===== src/rtl/mem_port_arbiter.sv =====
// Two-port round-robin word arbiter onto a byte-wide synchronous RAM; each word is four big-endian beats.
// Optional alignment checking is compiled in with MEM_ARB_ALIGN_CHECK_EN.
module mem_port_arbiter #(
    parameter int ADDR_WIDTH = 16
) (
    input  logic                  clk,
    input  logic                  reset,
    input  logic                  req0,
    input  logic [31:0]           addr0,
    output logic                  ack0,
    output logic [31:0]           rdata0,
    output logic                  err0,
    input  logic                  req1,
    input  logic                  we1,
    input  logic [31:0]           addr1,
    input  logic [31:0]           wdata1,
    output logic                  ack1,
    output logic [31:0]           rdata1,
    output logic                  err1,
    output logic [ADDR_WIDTH-1:0] ram_addr,
    output logic                  ram_we,
    output logic [7:0]            ram_wdata,
    input  logic [7:0]            ram_rdata,
    output logic                  busy
);

    typedef enum logic [1:0] {
        IDLE = 2'd0,
        XFER = 2'd1,
        TAIL = 2'd2,
        DONE = 2'd3
    } state_t;

    state_t                  state_q, state_d;
    logic [1:0]              beat_q, beat_d;
    logic                    port_q, port_d;
    logic                    we_q, we_d;
    logic [ADDR_WIDTH-1:0]   base_q, base_d;
    logic [31:0]             wdata_q, wdata_d;
    logic [31:0]             shadow_q, shadow_d;
    logic                    last_grant_q, last_grant_d;
    logic [31:0]             rdata0_q, rdata0_d;
    logic [31:0]             rdata1_q, rdata1_d;
    logic                    grant1;

`ifdef MEM_ARB_ALIGN_CHECK_EN
    logic                    err_q, err_d;
    logic                    misalign;
`endif

    // Only the low ADDR_WIDTH address bits reach the RAM.
    logic unused_addr_bits;
    assign unused_addr_bits = ^{addr0[31:ADDR_WIDTH], addr1[31:ADDR_WIDTH]};

    always_ff @(posedge clk or posedge reset) begin
        if (reset) begin
            state_q      <= IDLE;
            beat_q       <= 2'd0;
            port_q       <= 1'b0;
            we_q         <= 1'b0;
            base_q       <= '0;
            wdata_q      <= 32'd0;
            shadow_q     <= 32'd0;
            last_grant_q <= 1'b1;
            rdata0_q     <= 32'd0;
            rdata1_q     <= 32'd0;
`ifdef MEM_ARB_ALIGN_CHECK_EN
            err_q        <= 1'b0;
`endif
        end else begin
            state_q      <= state_d;
            beat_q       <= beat_d;
            port_q       <= port_d;
            we_q         <= we_d;
            base_q       <= base_d;
            wdata_q      <= wdata_d;
            shadow_q     <= shadow_d;
            last_grant_q <= last_grant_d;
            rdata0_q     <= rdata0_d;
            rdata1_q     <= rdata1_d;
`ifdef MEM_ARB_ALIGN_CHECK_EN
            err_q        <= err_d;
`endif
        end
    end

    always_comb begin
        state_d      = state_q;
        beat_d       = beat_q;
        port_d       = port_q;
        we_d         = we_q;
        base_d       = base_q;
        wdata_d      = wdata_q;
        shadow_d     = shadow_q;
        last_grant_d = last_grant_q;
        rdata0_d     = rdata0_q;
        rdata1_d     = rdata1_q;
        grant1       = 1'b0;
`ifdef MEM_ARB_ALIGN_CHECK_EN
        err_d        = err_q;
        misalign     = 1'b0;
`endif

        case (state_q)
            IDLE: begin
                if (req0 || req1) begin
                    // Under contention the port that did not win last time is served.
                    grant1       = req1 && (!req0 || !last_grant_q);
                    port_d       = grant1;
                    last_grant_d = grant1;
                    base_d       = grant1 ? addr1[ADDR_WIDTH-1:0] : addr0[ADDR_WIDTH-1:0];
                    we_d         = grant1 && we1;
                    wdata_d      = wdata1;
                    beat_d       = 2'd0;
                    state_d      = XFER;
`ifdef MEM_ARB_ALIGN_CHECK_EN
                    misalign     = grant1 ? (addr1[1:0] != 2'b00) : (addr0[1:0] != 2'b00);
                    err_d        = misalign;
                    if (misalign) begin
                        state_d = DONE;
                    end
`endif
                end
            end

            XFER: begin
                // RAM data lags the address by one cycle, so beat b returns byte b-1.
                if (!we_q) begin
                    case (beat_q)
                        2'd1:    shadow_d[31:24] = ram_rdata;
                        2'd2:    shadow_d[23:16] = ram_rdata;
                        2'd3:    shadow_d[15:8]  = ram_rdata;
                        default: shadow_d        = shadow_q;
                    endcase
                end
                beat_d = beat_q + 2'd1;
                if (beat_q == 2'd3) begin
                    state_d = we_q ? DONE : TAIL;
                end
            end

            TAIL: begin
                shadow_d[7:0] = ram_rdata;
                if (port_q) begin
                    rdata1_d = {shadow_q[31:8], ram_rdata};
                end else begin
                    rdata0_d = {shadow_q[31:8], ram_rdata};
                end
                state_d = DONE;
            end

            DONE: begin
                state_d = IDLE;
            end

            default: begin
                state_d = IDLE;
            end
        endcase
    end

    always_comb begin
        ram_wdata = 8'd0;
        if (state_q == XFER && we_q) begin
            case (beat_q)
                2'd0:    ram_wdata = wdata_q[31:24];
                2'd1:    ram_wdata = wdata_q[23:16];
                2'd2:    ram_wdata = wdata_q[15:8];
                default: ram_wdata = wdata_q[7:0];
            endcase
        end
    end

    assign ram_addr = (state_q == XFER) ? base_q + {{(ADDR_WIDTH-2){1'b0}}, beat_q} : '0;
    assign ram_we   = (state_q == XFER) && we_q;
    assign busy     = (state_q != IDLE);
    assign ack0     = (state_q == DONE) && !port_q;
    assign ack1     = (state_q == DONE) && port_q;
    assign rdata0   = rdata0_q;
    assign rdata1   = rdata1_q;

`ifdef MEM_ARB_ALIGN_CHECK_EN
    assign err0 = ack0 && err_q;
    assign err1 = ack1 && err_q;
`else
    assign err0 = 1'b0;
    assign err1 = 1'b0;
`endif

endmodule


===== config.mk =====
export PLATFORM = sky130hd
export DESIGN_NAME = mem_port_arbiter
export DESIGN_NICKNAME = d
export VERILOG_FILES = /design/src/rtl/mem_port_arbiter.sv
export SDC_FILE = /design/constraint.sdc
export NUM_CORES = 1
export LEC_CHECK = 0
export BUFFER_PORTS_ARGS = -buffer_cell sky130_fd_sc_hd__buf_2
export CORE_MARGIN = 2
export CORE_UTILIZATION = 40
export DETAILED_ROUTE_END_ITERATION = 12
export HOLD_SLACK_MARGIN = 0.1
export PLACE_DENSITY = 0.65
export SYNTH_ARGS = -nofsm -noshare
export SYNTH_HDL_FRONTEND = slang
export SYNTH_SLANG_ARGS = --single-unit
export TNS_END_PERCENT = 5

===== constraint.sdc =====
create_clock -name clk -period 4.1 [get_ports clk]
set_clock_uncertainty 0.05 [all_clocks]
set_input_delay 0 -clock clk [delete_from_list [all_inputs] [get_ports clk]]
set_output_delay 0 -clock clk [all_outputs]
set_load 0.01 [all_outputs]

==> flow_summary.yaml <==
power_and_ir_drop:
  swShare_pct: 33.3
  internal-power_uw: 4540
  power_frac_seq_pct: 38.3
  powerDensity_nw_per_um2: 790
  power_switching_uw: 2270
  leakage_uw: 0.00402
  vdd_drop_max_mv: 0.310
  pwr-share-comb_pct: 37.0
  clock_power_share_pct: 24.7
critical_path:
  cp_top_family: "simple AND/OR/NAND/NOR gates"
  critical_path.slowest_cell: "or4_4"
  path_class: "flip-flop to output pin"
  required_ns: 4.05
  max_stage_delay_ns: 0.58
  cp_num_buf_inv: 1
  cp.arrival_ns: 2.66
  end_kind: "output pin"
  worstPathCellList: "ha_1, a21oi_1, or4_4, or3_1, a21oi_1, buf_2"
  path_common_cell: "a21oi_1"
  crit_fanout: 6
  critPathLaunchType: "flip-flop"
logic_synthesis:
  ys_ff_latch: 143
  syn-instance-count: 470
  seq_area_frac_synth_pct: 58.0
  ys_warn_count: 0
  synth_edf_count: 0
  netlist_area_um2: 6180
  yosysUniqueCellTypes: 38
  avgSynthCellArea_um2: 13.1
  ys.flop_type: "dfrtp_1"
  async_flop_share_pct: 100
die:
  dieArea_um2: 16400
  io_pins: 203
  die_h_um: 128
  initial_core_util_pct: 40.8
  die_w_um: 128
  rows: 45
  coreArea_um2: 15100
clocking:
  cts_buffers: 17
  cts_tree: "built"
  clk_pin_slew_ns: 0.06
  h-tree-depth: 4
  ctsResizeCount: 0
  clock_latency_ns: 0.42
  clock-root-buffer: "clkbuf_16"
  cts_max_path_buffers: 2
  clkSinkCount: 143
  cts-hold-fix-buffers: 78
  postCtsSetupBuffers: 0
final_layout:
  antenna_cells: 0
  fill_cells: 1236
  final_core_util_pct: 56.9
  drive_above_1_share_pct: 45.3
  area_growth_pct: 39.6
  nets: 835
placement:
  gp_congestion: 0.796
  dp_hpwl_mm: 9.64
  portBuffers: 168
drt:
  drt_iter0_markers: 161
  antenna_left: 0
  drt_wl_total_mm: 15.3
  vias: 4626
  wl_per_cell_um: 16.7
  drc: 0
  viasPerCell: 5.05
  first_pass_iters: 5
grt:
  grt_overflow: 0
  grt.total_usage_pct: 19.2
  antenna_found_initial: 0
  grt_first_pass_wirelength_mm: 24.3
  first_global_vias: 4957
  grt_max_degree: 111
timing:
  slew_headroom_pct: 35.0
  worst_slew_pin_slew_ns: 0.975
  tns_ns: 0
  period_minus_slack_ns: 2.71
  hold_viol: 0
  setup_violations: 0
  slew_viol_final: 0
  rsz0062_at_grt: "false"
  fin_crit_sh_pct: 66.1
  fmaxAchievable_mhz: 369
min_path:
  hold_path_class: "input port to flip-flop"
status:
  status: "finished clean"
flow_run:
  maxCapViolCount: 0
==> flip-flops by register name, indices dropped and copies added (netlist names) <==
name,flops
rdata0,32
rdata1,32
wdata_q,32
shadow_q,24
base_q,16
beat_q,2
state_q,2
last_grant_q,1
port_q,1
we_q,1
==> Yosys cell counts, types with 4 or more instances <==
cell type | n | share of area (%)
o21ai_0 | 24 | 1.9
inv_1 | 9 | 0.55
mux2i_1 | 16 | 2.6
buf_1 | 6 | 0.36
buf_2 | 5 | 0.41
nor2_1 | 28 | 1.7
clkbuf_1 | 12 | 0.73
dfrtp_1 | 142 | 58
a222oi_1 | 8 | 1.3
xnor2_1 | 9 | 1.3
nand2_1 | 28 | 1.7
mux2_2 | 119 | 22
ha_1 | 10 | 2.0
a21oi_1 | 14 | 1.1
nand4_1 | 4 | 0.41
==> cell families (layout without fill, tap and decap cells) <==
group	after synthesis	in the layout	share of synthesized area (%)
flops	143	143	58.0
mux	136	136	24.5
buf+inv	34	291	2.29
compound gates	52	52	5.19
simple gates	82	82	6.12
other cells	1	2	0.0607
fa+ha+maj	11	11	2.35
xor+xnor	11	11	1.56
==> tightest hold or removal path: stages <==
cell and delay (ns):
dlygate4sd3_1 0.51, buf_2 0.09, mux2_2 0.12
==> power groups by stage <==
stage	Sequential, uW	Combinational (uW)	Clock, uW
after floorplan	2680	1510	0
after detailed placement	2630	2440	0
after global placement	2580	2370	0
final	2610	2520	1680
after CTS	2610	2540	1720
after global routing	2710	2790	1770
==> layout by cell type, fill, tap and decap left out, drive strengths merged, types with 5 or more instances in the layout <==
cell	count
nand2	29
a21oi	14
o21ai	24
clkinv	5
bufinv	5
inv	10
mux2	120
xnor2	9
ha	10
dlygate4sd3	78
clkbuf	18
nor2	28
buf	172
mux2i	16
a222oi	8
dfrtp	142
==> area by class of cell <==
class / instances / area [um^2] / share of cell area, %
Clock inverter: 14 / 214 / 2.48
Tap cell: 188 / 235 / 2.73
Inverter: 9 / 38.8 / 0.450
Multi-Input combinational cell: 294 / 2480 / 28.7
Timing Repair Buffer: 250 / 1650 / 19.1
Clock buffer: 18 / 429 / 4.98
Sequential cell: 143 / 3580 / 41.5
==> through the flow <==
stage / worst slack [ns] / power [uW] / hold slack [ns] / area, um^2 / instances
5_1_grt: 1.27 / 7270 / 0.297 / 8620 / 916
3_3_place_gp: 1.88 / 4950 / 0.183 / 7200 / 806
2_1_floorplan: 0.214 / 4190 / 0.0200 / 6180 / 471
4_1_cts: 1.40 / 6870 / 0.269 / 8620 / 916
3_5_place_dp: 1.81 / 5070 / 0.186 / 7200 / 806
6_report: 1.39 / 6820 / 0.287 / 8620 / 916
==> metal layers <==
layer | global-route usage (%) | vias to the layer above | share of wire, %
met1 | 22.8 | 2301 | 42
met4 | 6.14 | 0 | 0.96
met2 | 33.5 | 163 | 51
met3 | 5.63 | 12 | 6.1
li1 | - | 2150 | -
met5 | 0 | - | 0
==> path summary, 6_finish.rpt <==
| kind | startpoint | cells past startpoint | slack, ns | to |
|---|---|---|---|---|
| hold reg to reg | base_q[0] | 2 | 0.44 | base_q[0] |
| hold / removal | wdata1[2] | 3 | 0.29 | wdata_q[2] |
| max in group asynchronous | reset | 4 | 2.58 | last_grant_q |
| setup reg to reg | state_q[1] | 6 | 1.80 | shadow_q[29] |
| min in group asynchronous | reset | 3 | 0.30 | rdata1[29] |
| setup / recovery | beat_q[1] | 6 | 1.39 | ram_addr[15] |
(Power assumes the default switching activity.)
